$ cat config.mk
export PLATFORM = sky130hd
export DESIGN_NAME = sdio_pixel_packer
export DESIGN_NICKNAME = d
export VERILOG_FILES = /design/src/rtl/sdio_pixel_packer.sv
export SDC_FILE = /design/constraint.sdc
export NUM_CORES = 1
export LEC_CHECK = 0
export ABC_AREA = 1
export CAP_MARGIN = 20
export CORE_MARGIN = 3
export CORE_UTILIZATION = 40
export DETAILED_ROUTE_END_ITERATION = 16
export SETUP_SLACK_MARGIN = 0.4
export SLEW_MARGIN = 20
export SYNTH_ARGS = -nofsm -noshare
export SYNTH_HDL_FRONTEND = slang
export SYNTH_SLANG_ARGS = --single-unit
$ cat constraint.sdc
create_clock -name sdio_clk -period 4.1 [get_ports sdio_clk]
set_clock_uncertainty 0.2 [all_clocks]
set_input_delay 1.025 -clock sdio_clk [delete_from_list [all_inputs] [get_ports sdio_clk]]
set_output_delay 1.025 -clock sdio_clk [all_outputs]
set_load 0.01 [all_outputs]
$ cat src/rtl/sdio_pixel_packer.sv
`default_nettype none
// ============================================================================
//  Module   : sdio_pixel_packer
//  Purpose  : Assembles 4-bit SDIO data nibbles into RGB565 pixel words and
//             issues sequential framebuffer write requests. Delimits frames
//             on sdio_cmd, tracks the write address, holds a single pending
//             write under backpressure and flags dropped words (sticky).
//  Revision : 1.0 - initial release
// ----------------------------------------------------------------------------
//  Parameters
//    H_RES      active pixels per line
//    V_RES      active lines per frame
//    ADDR_W     framebuffer address width, 2**ADDR_W >= H_RES*V_RES
//  Ports
//    sdio_clk   in   sole clock, rising edge
//    rst        in   asynchronous active-high reset
//    sdio_cmd   in   start-of-frame strobe (one cycle)
//    nib_valid  in   qualifies sdio_data
//    sdio_data  in   data nibble, MSB-first within a pixel
//    fb_ready   in   framebuffer accepts the pending write this cycle
//    pix_we     out  write request valid
//    pix_addr   out  write address
//    pix_data   out  RGB565 word
//    frame_done out  one-cycle pulse, last pixel of the frame accepted
//    overflow   out  sticky, a completed word was dropped
//    busy       out  receiving a frame or a write is pending
//    pix_rgb888 out  MSB-replicated 24-bit pixel
//                    (only when SDIO_PACKER_RGB888_EN is defined)
//  Configuration macro: SDIO_PACKER_RGB888_EN
// ============================================================================
module sdio_pixel_packer #(
    parameter int H_RES  = 800,
    parameter int V_RES  = 480,
    parameter int ADDR_W = 19
) (
    input  logic              sdio_clk,
    input  logic              rst,
    input  logic              sdio_cmd,
    input  logic              nib_valid,
    input  logic [3:0]        sdio_data,
    input  logic              fb_ready,
    output logic              pix_we,
    output logic [ADDR_W-1:0] pix_addr,
    output logic [15:0]       pix_data,
    output logic              frame_done,
    output logic              overflow,
    output logic              busy
`ifdef SDIO_PACKER_RGB888_EN
    ,
    output logic [23:0]       pix_rgb888
`endif
);

    // Index of the final word of a frame
    localparam logic [ADDR_W-1:0] c_LAST = ADDR_W'(H_RES * V_RES - 1);

    typedef enum logic [0:0] {
        S_IDLE = 1'b0,
        S_RECV = 1'b1
    } state_t;

    state_t              state_q;
    logic [1:0]          nib_cnt_q;
    logic [ADDR_W-1:0]   word_cnt_q;
    // Only the three oldest nibbles need storing; the fourth is taken
    // straight from sdio_data when the word completes.
    logic [11:0]         shift_q;
    logic                pix_we_q;
    logic [ADDR_W-1:0]   pix_addr_q;
    logic [15:0]         pix_data_q;
    logic                last_q;       // pending write is the frame's final word
    logic                frame_done_q;
    logic                overflow_q;
`ifdef SDIO_PACKER_RGB888_EN
    logic [23:0]         rgb_q;
    logic [23:0]         rgb_d;
`endif

    logic [15:0]         word_d;
    logic                take_nib_d;
    logic                word_done_d;
    logic                accept_d;
    logic                pending_d;
    logic                is_last_d;

    always_comb begin
        word_d      = {shift_q, sdio_data};
        // Start strobe has priority over a coincident nibble
        take_nib_d  = (state_q == S_RECV) && nib_valid && !sdio_cmd;
        word_done_d = take_nib_d && (nib_cnt_q == 2'd3);
        accept_d    = pix_we_q && fb_ready;
        // A write that is not accepted this cycle blocks a new word
        pending_d   = pix_we_q && !fb_ready;
        is_last_d   = (word_cnt_q == c_LAST);
`ifdef SDIO_PACKER_RGB888_EN
        rgb_d = {word_d[15:11], word_d[15:13],
                 word_d[10:5],  word_d[10:9],
                 word_d[4:0],   word_d[4:2]};
`endif
    end

    always_ff @(posedge sdio_clk or posedge rst) begin
        if (rst) begin
            state_q      <= S_IDLE;
            nib_cnt_q    <= 2'd0;
            word_cnt_q   <= '0;
            shift_q      <= 12'd0;
            pix_we_q     <= 1'b0;
            pix_addr_q   <= '0;
            pix_data_q   <= 16'd0;
            last_q       <= 1'b0;
            frame_done_q <= 1'b0;
            overflow_q   <= 1'b0;
`ifdef SDIO_PACKER_RGB888_EN
            rgb_q        <= 24'd0;
`endif
        end else begin
            frame_done_q <= accept_d && last_q;

            // Accepted write retires unless overridden by a new word below
            if (accept_d) begin
                pix_we_q <= 1'b0;
            end

            if (sdio_cmd) begin
                // (Re)start: pending write, if any, is left untouched and
                // completes at its original address.
                state_q    <= S_RECV;
                nib_cnt_q  <= 2'd0;
                word_cnt_q <= '0;
                shift_q    <= 12'd0;
            end else if (take_nib_d) begin
                shift_q   <= word_d[11:0];
                nib_cnt_q <= nib_cnt_q + 2'd1;
                if (word_done_d) begin
                    if (pending_d) begin
                        overflow_q <= 1'b1;
                    end else begin
                        pix_we_q   <= 1'b1;
                        pix_data_q <= word_d;
                        pix_addr_q <= word_cnt_q;
                        last_q     <= is_last_d;
`ifdef SDIO_PACKER_RGB888_EN
                        rgb_q      <= rgb_d;
`endif
                    end
                    // Advance even on a drop so later pixels keep position
                    word_cnt_q <= word_cnt_q + ADDR_W'(1);
                    if (is_last_d) begin
                        state_q <= S_IDLE;
                    end
                end
            end
        end
    end

    assign pix_we     = pix_we_q;
    assign pix_addr   = pix_addr_q;
    assign pix_data   = pix_data_q;
    assign frame_done = frame_done_q;
    assign overflow   = overflow_q;
    assign busy       = (state_q == S_RECV) || pix_we_q;
`ifdef SDIO_PACKER_RGB888_EN
    assign pix_rgb888 = rgb_q;
`endif

endmodule
`default_nettype wire

# Yosys cells after proc, flatten, opt, wreduce, memory -nomap -nowiden
# Cells that the tools add are included.
dict set report totals {
  register_bits 73
  output_inout_bits 39
  input_bits 9
  elab_cells 48
}
dict set report op_classes {
  bitwise_logic 2
  n_reduce_logical 16
  add_sub_neg 2
  n_eq_ne 2
  mux 16
}
# op count
set op_table {}
lappend op_table {{$mux W19} 3}
lappend op_table {{$mux W12} 2}
lappend op_table {{$add A19 B1 Y19 const B} 1}
lappend op_table {{$eq A19 B19 Y1 const B} 1}
lappend op_table {{$mux W1} 9}
lappend op_table {{$reduce_and A4 Y1} 2}
lappend op_table {{$logic_and A1 B1 Y1} 6}
lappend op_table {{$reduce_bool A2 Y1} 3}
lappend op_table {{$mux W2} 2}
lappend op_table {{$reduce_and A3 Y1} 1}
lappend op_table {{$add A2 B1 Y2 const B} 1}
lappend op_table {{$eq A2 B2 Y1 const B} 1}
lappend op_table {{$logic_not A1 Y1} 2}
lappend op_table {{$not A1 Y1} 2}
lappend op_table {{$reduce_and A2 Y1} 1}
lappend op_table {{$logic_or A1 B1 Y1} 1}

# Logic depth before layout (Yosys ltp)
# Gate-level depths: netlist of the first run.
dict set report logic_depth {
  word_depth 6
  ltp_mapped 9
  mapped_depth_nobuf 9
}

# Least setup slack after synthesis of the first run
# No wires, ideal clock.
dict set report synth_timing {
  path_kind {input to register}
  from {input port nib_valid}
  to {register pix_data_q[4] (netlist: pix_data[4])}
  setup_slack_ps 1919
  required_time_ps 3782
  cell_stages 9
  t_arrival_ps 1863
  path_buffers 2
  path_cell_list {nand2_2 > nor2_4 > nand2_4 > nor2_4 > inv_2 > buf_6 > buf_6 > nand2_1 > o21ai_2}
}
dict set report synth_between {
  elab_chain_len 4
}
# element line
set synth_lines {}
lappend synth_lines {{from (decl)} 39} ;# input logic nib_valid,
lappend synth_lines {{$logic_and A1 B1 Y1 * (2 in series)} 89} ;# take_nib_d = (state_q == S_RECV) && nib_valid && !sdio_cmd;
lappend synth_lines {{$logic_and A1 B1 Y1} 90} ;# word_done_d = take_nib_d && (nib_cnt_q == 2'd3);
lappend synth_lines {{$reduce_and A4 Y1 (no source line) *} --}
lappend synth_lines {{to (signal assigned)} 140} ;# pix_data_q <= word_d;
lappend synth_lines {{to (decl)} 70} ;# logic [15:0] pix_data_q;
# Every way passes the cells marked *; elsewhere a longest branch is shown, timed or not.
# A chain may end at the register's enable or synchronous reset.

# Worst setup path after layout of the first run
dict set report layout_timing {
  from {register state_q}
  to {output port busy}
}
dict set report layout_between {
  elab_chain_len 1
}
# element line
set layout_lines {}
lappend layout_lines {{from (decl)} 62} ;# state_t state_q;
lappend layout_lines {{from (signal assigned)} 104} ;# state_q <= S_IDLE;
lappend layout_lines {{from (signal assigned)} 128} ;# state_q <= S_RECV;
lappend layout_lines {{from (signal assigned)} 150} ;# state_q <= S_IDLE;
lappend layout_lines {{$logic_or A1 B1 Y1} 162} ;# assign busy = (state_q == S_RECV) || pix_we_q;
lappend layout_lines {{to (decl)} 47} ;# output logic busy
# No other way between the ends.

==> results.cfg, run 1 <==
[synth]
synth_top_flop_cell = sky130_fd_sc_hd__dfrtp_1
ys_seq_elements = 73
combinational_family_with_the_most_area_after_synthesis = simple AND/OR/NAND/NOR gates
synth.yosys.seq_area_share = 0.569
cell_area_after_synthesis_um2 = 3210
complex_gate_fraction_of_the_synthesized_area = 0.129
synth_warnings = 0
number_of_distinct_library_cell_variants_in_the_gate_level_netlist_after_synthesis = 21
postSynthCellCount = 359
synthSimpleGateAreaFrac = 0.210
most_frequently_used_cell_type_in_the_post_synthesis_netlist = sky130_fd_sc_hd__nand2_1
synthesis.nets = 370
async_flop_share = 1.00
synth_top_cells_by_count = sky130_fd_sc_hd__nand2_1, sky130_fd_sc_hd__dfrtp_1, sky130_fd_sc_hd__inv_1
ys_top_cells_by_area = sky130_fd_sc_hd__dfrtp_1, sky130_fd_sc_hd__nand2_1, sky130_fd_sc_hd__inv_1
yosys.area_share.xor_xnor = 0
post-synth-top-area-cell = sky130_fd_sc_hd__dfrtp_1
synth_area_per_cell_um2 = 8.94
count_of_flip_flops_with_a_built_in_enable_after_synthesis = 0
synth-adder-area-share = 0.00780
muxShareOfSynthArea = 0
netlist.area_leader.share = 0.569

[clock_network]
clockBufferDepth = 2
cts_buffers = 9
ctsHtreeMaxLevel = 3
clock_sinks = 73
count_of_cells_resized_by_post_cts_repair = 0
postCtsSetupRepairBufs = 0
worst_skew_pair_later_pin_latency_ns = 0.35
tritoncts = built
clock-root-buffer = sky130_fd_sc_hd__clkbuf_8
holdBufCountCts = 0
cts.reportedPaths.clkPinSlew_ns = 0.08

[power]
share_seq_of_total_power = 0.453
power.share.clock = 0.421
power.ir.vdd_worst_uv = 174
swShare = 0.238
total_power_w = 0.00177
power-per-cell-area_nw_per_um2 = 439
p_leak_nw = 1.84
internal_power_w = 0.00135
switchingPower_w = 0.000420
combPwrFrac = 0.126

[timing]
timing_hold_violations_final = 0
grt_setup_unrepaired = no
fin_crit_sh = 0.677
fmaxAchievable_ghz = 0.360
aggregate_negative_setup_slack_ns = 0
setup_violations = 0
post-route-worst-setup-slack_ns = 1.32
post-route-min-period_ns = 2.78
final_max_slew_viol_count = 0
timing.max_slew.rel_slack = 0.555
tightest_slew_ns = 0.667

[grt]
grt_pass1_wl_mm = 11.8
total_grt_usage = 0.166
grt_antenna_before_repair = 0
global_route.overflow_total = 0
grt_max_degree = 48
gr-max-usage-layer = met2
groute.layer.met1.usage = 0.215
first_global_vias = 2537
grt_use_met2 = 0.268
grt_util_met3 = 0.0363

[critical_path]
cpMaxStageDelayCell = sky130_fd_sc_hd__clkdlybuf4s50_1
critical_path.reg2reg.startpoint = nib_cnt_q[0]$_DFFE_PP0P_
timing.critical_path.cells = or2_2 -> clkdlybuf4s50_1
critPathArrivalTime_ns = 1.55
regToRegSetupSlack_ns = 2.06
critical_path.startpoint_type = register
rr_endpoint = pix_data[6]$_DFFE_PP0P_
critPathTopFamily = buffers and inverters
combined_buffer_and_inverter_count_along_the_critical_path = 1
crit_path_end_kind = primary output
critical_path_class = reg -> out
critical_path_required_ns = 2.87
timing.critical_path.slowest_cell_delay_ns = 0.48
total_stage_count_of_the_critical_path = 2
critical_path_fanouts_max = 4
rr_worst_depth = 7

[min_path]
hold-path-cell-count = 2
hp-class = reg -> reg
whs_endpoint = pix_data[15]$_DFFE_PP0P_
origin_of_the_worst_min_delay_path = pix_data[15]$_DFFE_PP0P_

[die]
die_h_um = 95.6
die_area_um2 = 9130
initial_cell_density_of_the_core = 0.413
placementRows = 32
die_x_um = 95.6
placeableCoreArea_um2 = 7770
io-pin-count = 48

[outcome]
run_status = finished clean

[detailed_routing]
vias_per_cell = 4.82
totalWireLength_mm = 6.83
drt.antenna.violating_nets = 0
detail_route.wl_per_cell_um = 13.2
vias = 2487
drc = 0
drtIter0Drc = 127
firstDrtPassIters = 5

[job]
timing.max_cap.violations = 0

[finish]
post_route_cells_drive_above_1_share = 0.114
antenna_cells_inserted = 0
stdcell_count = 516
final_nets = 420
area_growth_syn_to_layout_pct = 25.6
fillerInstances = 758

[placement]
routabilityCongestion = 0.887
dp.cells = 500
placement.setup.worst_slack_ns = 0.956
count_of_buffers_from_port_buffering = 47
hpwlAfterDp_mm = 4.84
cell usage in the layout (no fill, tap or decap), drive strengths merged:
cell type / n
a21oi: 11
buf: 2
bufinv: 4
clkbuf: 9
clkdlybuf4s50: 47
clkinv: 1
clkinvlp: 1
dfrtp: 73
ha: 2
inv: 51
nand2: 96
nand3: 13
nand4: 6
nor2: 35
nor3: 9
o21ai: 40
o21bai: 1
o22ai: 12
or2: 1
cell type report:
class	count	area (um^2)	share of cell area
Inverter	50	188	0.0466
Sequential cell	73	1830	0.453
Tap cell	102	128	0.0317
Multi-Input combinational cell	226	1110	0.276
Clock inverter	7	141	0.0351
Timing Repair Buffer	49	510	0.127
Clock buffer	9	124	0.0307
metrics by stage:
stage	hold slack (ns)	cell area, um^2	util
final	0.285	4030	0.519
after global routing	0.296	4030	0.519
after CTS	0.290	4030	0.519
after detailed placement	0.270	3760	0.485
after global placement	0.265	3760	0.485
after floorplan	0.246	3210	-
kinds of logic (layout without fill, tap and decap cells):
family | count (synthesis) | count (layout)
AOI/OAI and AO/OA | 64 | 64
and+or+nand+nor | 160 | 160
adders and majority gates | 2 | 2
buffers and inverters | 60 | 115
DFF | 73 | 73
power groups by stage:
stage / sequential (W) / combinational [W] / clock [W]
finish: 0.000802 / 0.000223 / 0.000745
global route: 0.000808 / 0.000250 / 0.000789
CTS: 0.000802 / 0.000228 / 0.000760
detailed placement: 0.000815 / 0.000228 / 0
global placement: 0.000816 / 0.000223 / 0
floorplan: 0.000830 / 0.000106 / 0
worst max-delay path by stage:
stage,start,to,slack [ns]
2_1_floorplan,rst,frame_done$_DFF_PP0_,1.02
3_3_place_gp,sdio_cmd,pix_data[8]$_DFFE_PP0P_,1.02
3_5_place_dp,sdio_cmd,pix_data[6]$_DFFE_PP0P_,0.96
4_1_cts,state_q$_DFFE_PP0P_,busy,1.31
5_1_grt,sdio_cmd,pix_data[2]$_DFFE_PP0P_,1.21
6_report,state_q$_DFFE_PP0P_,busy,1.32
metal layers:
layer,vias to the layer above,part of all wire
met2,52,0.47
li1,1250,-
met4,0,0.023
met3,16,0.041
met1,1169,0.46
met5,-,0
sequential cells by signal, summed over array words and instances (netlist names):
signal / count
overflow: 1
frame_done: 1
pix_data: 16
last_q: 1
pix_addr: 19
shift_q: 12
state_q: 1
pix_we: 1
nib_cnt_q: 2
word_cnt_q: 19
worst register-to-register path: stages, from the launching register on:
cell and delay [ns]:
sky130_fd_sc_hd__dfrtp_1 0.41, sky130_fd_sc_hd__ha_1 0.25, sky130_fd_sc_hd__nand2_4 0.11, sky130_fd_sc_hd__nor2_4 0.06, sky130_fd_sc_hd__inv_2 0.51, sky130_fd_sc_hd__buf_12 0.27, sky130_fd_sc_hd__nand2_1 0.10, sky130_fd_sc_hd__o21ai_2 0.06
Power figures use the tool's default switching activity.
==> run 2, diff against run 1 <==
==> constraint.sdc (replaced) <==
create_clock -name sdio_clk -period 2.6 [get_ports sdio_clk]
set_clock_uncertainty 0.2 [all_clocks]
set_input_delay 0.65 -clock sdio_clk [delete_from_list [all_inputs] [get_ports sdio_clk]]
set_output_delay 0.65 -clock sdio_clk [all_outputs]
set_load 0.01 [all_outputs]
==> run 2 against run 1 <==
Combinational power up 60%. Sequential power up 57%. Register-to-register slack lost 1.3 ns. Critical endpoint is now pix_we. Largest power group unchanged.
==> results.cfg, run 2 (synthesis results as in run 1) <==
[placement]
routabilityCongestion = 0.897
dp.cells = 503
count_of_buffers_from_port_buffering = 47
hpwlAfterDp_mm = 4.54

[critical_path]
critical_path_fanouts_max = 4
crit_path_end_kind = primary output
critical_path.startpoint_type = register
timing.critical_path.cells = clkdlybuf4s50_1
critPathTopFamily = buffers and inverters
combined_buffer_and_inverter_count_along_the_critical_path = 1
critical_path_class = reg -> out
timing.critical_path.slowest_cell_delay_ns = 0.55
critical_path_required_ns = 1.75
cpMaxStageDelayCell = sky130_fd_sc_hd__clkdlybuf4s50_1
critPathArrivalTime_ns = 1.28

[grt]
total_grt_usage = 0.161
grt_antenna_before_repair = 0
global_route.overflow_total = 0
grt_max_degree = 74
first_global_vias = 2409
grt_pass1_wl_mm = 11.4

[clock_network]
worst_skew_pair_later_pin_latency_ns = 0.35
holdBufCountCts = 0
clock-root-buffer = sky130_fd_sc_hd__clkbuf_8
clock_sinks = 73
ctsHtreeMaxLevel = 3
tritoncts = built
cts.reportedPaths.clkPinSlew_ns = 0.08
clockBufferDepth = 2
cts_buffers = 9

[detailed_routing]
drt.antenna.violating_nets = 0
totalWireLength_mm = 6.48
drtIter0Drc = 98
drc = 0
vias = 2472
vias_per_cell = 4.75
detail_route.wl_per_cell_um = 12.5
firstDrtPassIters = 4

[timing]
final_max_slew_viol_count = 0
fmaxAchievable_ghz = 0.470
timing_hold_violations_final = 0
tightest_slew_ns = 0.466
post-route-min-period_ns = 2.13
fin_crit_sh = 0.818
timing.max_slew.rel_slack = 0.689
grt_setup_unrepaired = no
aggregate_negative_setup_slack_ns = 0
setup_violations = 0

[finish]
antenna_cells_inserted = 0
stdcell_count = 520
final_nets = 424
layout_commonest_cell = sky130_fd_sc_hd__nand2_1
area_growth_syn_to_layout_pct = 24.7
fillerInstances = 731
layout_common_cells = sky130_fd_sc_hd__nand2_1, sky130_fd_sc_hd__dfrtp_1, sky130_fd_sc_hd__inv_1
post_route_cells_drive_above_1_share = 0.122

[die]
placeableCoreArea_um2 = 7770
io-pin-count = 48
die_h_um = 95.6
initial_cell_density_of_the_core = 0.413
placementRows = 32
die_x_um = 95.6
die_area_um2 = 9130

[outcome]
run_status = finished clean

[job]
timing.max_cap.violations = 0

[power]
p_leak_nw = 1.82
power.ir.vdd_worst_uv = 301
power-per-cell-area_nw_per_um2 = 629

[min_path]
hp-class = reg -> reg
## run 2: changes by cell type in the layout (fill, tap and decap cells not counted), moves of 2 or more
| cell | previous run | this run |
|---|---|---|
| sky130_fd_sc_hd__buf_4 | 0 | 4 |
| sky130_fd_sc_hd__clkinv_4 | 0 | 2 |
| sky130_fd_sc_hd__bufinv_16 | 4 | 1 |
| sky130_fd_sc_hd__clkinvlp_4 | 1 | 4 |
## run 2: metal layers
| layer | global-route usage | wire [um] | vias up |
|---|---|---|---|
| met5 | 0 | 0 | - |
| met3 | 0.0442 | 291 | 6 |
| met2 | 0.248 | 3000 | 51 |
| met4 | 0.0533 | 55 | 0 |
| met1 | 0.220 | 3130 | 1160 |
| li1 | - | - | 1255 |
## run 2: final timing paths
check                                    startpoint                          to  slack, ns  depth (start not counted)
max                                pix_we$_DFF_PP0_                      pix_we       0.47                          1
min in group asynchronous                       rst    pix_data[13]$_DFFE_PP0P_       0.54                          3
min reg2reg                    overflow$_DFFE_PP0P_        overflow$_DFFE_PP0P_       0.28                          1
max in group asynchronous                       rst  word_cnt_q[13]$_DFFE_PP0P_       1.32                          3
min                            overflow$_DFFE_PP0P_        overflow$_DFFE_PP0P_       0.28                          1
max reg2reg                nib_cnt_q[0]$_DFFE_PP0P_  word_cnt_q[18]$_DFFE_PP0P_       0.74                          8
## run 2: stage by stage
stage	hold slack (ns)	utilization	area (um^2)	power (W)	worst slack (ns)
floorplan	0.246	-	3210	0.00148	0.794
global placement	0.263	0.488	3790	0.00164	0.217
detailed placement	0.264	0.488	3790	0.00165	0.173
CTS	0.282	0.515	4000	0.00255	0.415
global route	0.291	0.515	4000	0.00265	0.403
finish	0.277	0.515	4000	0.00252	0.473
## run 2: timing repair
| action | CTS | global route |
|---|---|---|
| buffers inserted | 1 | 0 |
| pin swaps | 0 | 0 |
| gates resized for setup | 1 | 1 |
| endpoints found under the setup margin | 1 | 1 |
## run 2: final cells by class
type / count / area, um^2 / share of cell area
clock buffers: 9 / 124 / 0.0310
repair buffers: 53 / 541 / 0.135
flip-flops and latches: 73 / 1830 / 0.457
multi-input cells: 226 / 1110 / 0.278
inverters: 50 / 191 / 0.0479
well taps: 102 / 128 / 0.0319
clock inverters: 7 / 78.8 / 0.0197
## run 2: report_power, final
| part | internal, W | leakage (nW) | switching (W) | total (W) |
|---|---|---|---|---|
| Sequential | 0.00122 | 1.00 | 0.0000436 | 0.00126 |
| Combinational | 0.000177 | 0.726 | 0.000180 | 0.000357 |
| Clock | 0.000449 | 0.0921 | 0.000448 | 0.000897 |
==> run 3, diff against run 2 <==
==> constraint.sdc (replaced) <==
create_clock -name sdio_clk -period 2.1 [get_ports sdio_clk]
set_clock_uncertainty 0.2 [all_clocks]
set_input_delay 0.525 -clock sdio_clk [delete_from_list [all_inputs] [get_ports sdio_clk]]
set_output_delay 0.525 -clock sdio_clk [all_outputs]
set_load 0.01 [all_outputs]
==> run 3 against run 2 <==
Register-to-register slack lost 0.31 ns. Critical path depth is 1 higher. Global-route usage rose by 0.80 points. Sequential power is 24% higher. Setup slack got worse by 0.20 ns. Worst hold slack got worse by 0.0015 ns. Total power increased by 20%. Largest power group unchanged. Final area is 4.8% higher.
==> results.cfg, run 3 (synthesis results as in run 1) <==
[outcome]
run_status = finished clean

[detailed_routing]
detail_route.wl_per_cell_um = 13.1
drt.antenna.violating_nets = 0
totalWireLength_mm = 7.23
vias_per_cell = 4.75
vias = 2611
drc = 0
drtIter0Drc = 85
firstDrtPassIters = 4

[die]
initial_cell_density_of_the_core = 0.413
die_h_um = 95.6
io-pin-count = 48
placementRows = 32
die_area_um2 = 9130
placeableCoreArea_um2 = 7770
die_x_um = 95.6

[critical_path]
critical_path_required_ns = 1.37
rr_worst_depth = 9
crit_path_end_kind = primary output
critPathArrivalTime_ns = 1.11
critical_path.startpoint_type = register
critical_path_fanouts_max = 2
critical_path_class = reg -> out

[grt]
grt_max_degree = 46
grt_antenna_before_repair = 0
global_route.overflow_total = 0
grt_pass1_wl_mm = 12.0
total_grt_usage = 0.169
first_global_vias = 2580

[min_path]
hp-class = reg -> reg
hold-path-cell-count = 1

[finish]
area_growth_syn_to_layout_pct = 30.7
stdcell_count = 550
post_route_cells_drive_above_1_share = 0.304
antenna_cells_inserted = 0
layout_common_cells = sky130_fd_sc_hd__nand2_1, sky130_fd_sc_hd__dfrtp_1, sky130_fd_sc_hd__inv_1
layout_commonest_cell = sky130_fd_sc_hd__nand2_1
finish.instance_area_um2 = 4190
fillerInstances = 751
final_nets = 454

[power]
total_power_w = 0.00301
power-per-cell-area_nw_per_um2 = 719
power.ir.vdd_worst_uv = 325
p_leak_nw = 2.07

[timing]
setup_violations = 0
timing.max_slew.rel_slack = 0.730
aggregate_negative_setup_slack_ns = 0
grt_setup_unrepaired = yes
tightest_slew_ns = 0.405
fmaxAchievable_ghz = 0.546
timing_hold_violations_final = 0
post-route-min-period_ns = 1.83
final_max_slew_viol_count = 0
fin_crit_sh = 0.872

[clock_network]
ctsHtreeMaxLevel = 3
clock-root-buffer = sky130_fd_sc_hd__clkbuf_8
tritoncts = built
cts.reportedPaths.clkPinSlew_ns = 0.08
worst_skew_pair_later_pin_latency_ns = 0.35
cts_buffers = 9
clockBufferDepth = 2
clock_sinks = 73

[placement]
dpl_cell_area_um2 = 3920
dp.cells = 514
count_of_buffers_from_port_buffering = 47
routabilityCongestion = 0.855
hpwlAfterDp_mm = 4.83

[job]
timing.max_cap.violations = 0
[run 3: changes by cell type in the layout (fill, tap and decap cells not counted), sizes merged]
cell,before,now
buf,6,62
bufinv,1,0
clkbuf,9,21
clkdlybuf4s50,46,6
clkinv,2,5
clkinvlp,4,3
dlygate4sd2,0,2
inv,50,49
[run 3: power by group]
group / switching, W / total (W) / internal [W]
clock: 0.000541 / 0.000966 / 0.000425
combinational: 0.000252 / 0.000483 / 0.000231
sequential: 0.0000556 / 0.00156 / 0.00151
[run 3: stage by stage]
stage	hold slack [ns]	utilization	setup WS (ns)
floorplan	0.246	-	0.419
global route	0.297	0.540	0.231
detailed placement	0.265	0.505	-0.108
finish	0.276	0.540	0.270
global placement	0.259	0.505	-0.0562
CTS	0.282	0.540	0.259
[run 3: cell type report]
class	count	area (um^2)	area share
clock buffer	9	124	0.0295
clock inverter	7	47.5	0.0113
inverter	50	194	0.0463
multi-input combinational	226	1210	0.288
sequential	73	1830	0.436
tap	102	128	0.0304
timing repair buffer	83	663	0.158
[run 3: critical path, cell delays in order (launching register included)]
cell and delay [ns]:
sky130_fd_sc_hd__dfrtp_1 0.39, sky130_fd_sc_hd__or2_4 0.25, sky130_fd_sc_hd__buf_6 0.12
[run 3: per-layer routing]
layer  vias to the layer above  track usage  routed length, um
li1                       1317            -                  -
met1                      1228        0.220               3290
met2                        55        0.271               3430
met3                        11       0.0276                377
met4                         0       0.0889                132
met5                         -            0                  0
[run 3: repair_timing]
action | 4_1_cts | 5_1_grt
gates resized for setup | 126 | 50
buffers inserted | 10 | 8
setup endpoints to repair | 90 | 78
pin swaps | 3 | 5
hold buffers | 0 | 0
cloned | 0 | 2
[run 3: final timing paths]
kind,startpoint,end,slack (ns)
hold reg to reg,overflow$_DFFE_PP0P_,overflow$_DFFE_PP0P_,0.28
setup / recovery,state_q$_DFFE_PP0P_,busy,0.27
setup reg to reg,state_q$_DFFE_PP0P_,word_cnt_q[14]$_DFFE_PP0P_,0.43
min in group asynchronous,rst,shift_q[11]$_DFFE_PP0P_,0.32
max in group asynchronous,rst,word_cnt_q[0]$_DFFE_PP0P_,0.92
hold / removal,overflow$_DFFE_PP0P_,overflow$_DFFE_PP0P_,0.28
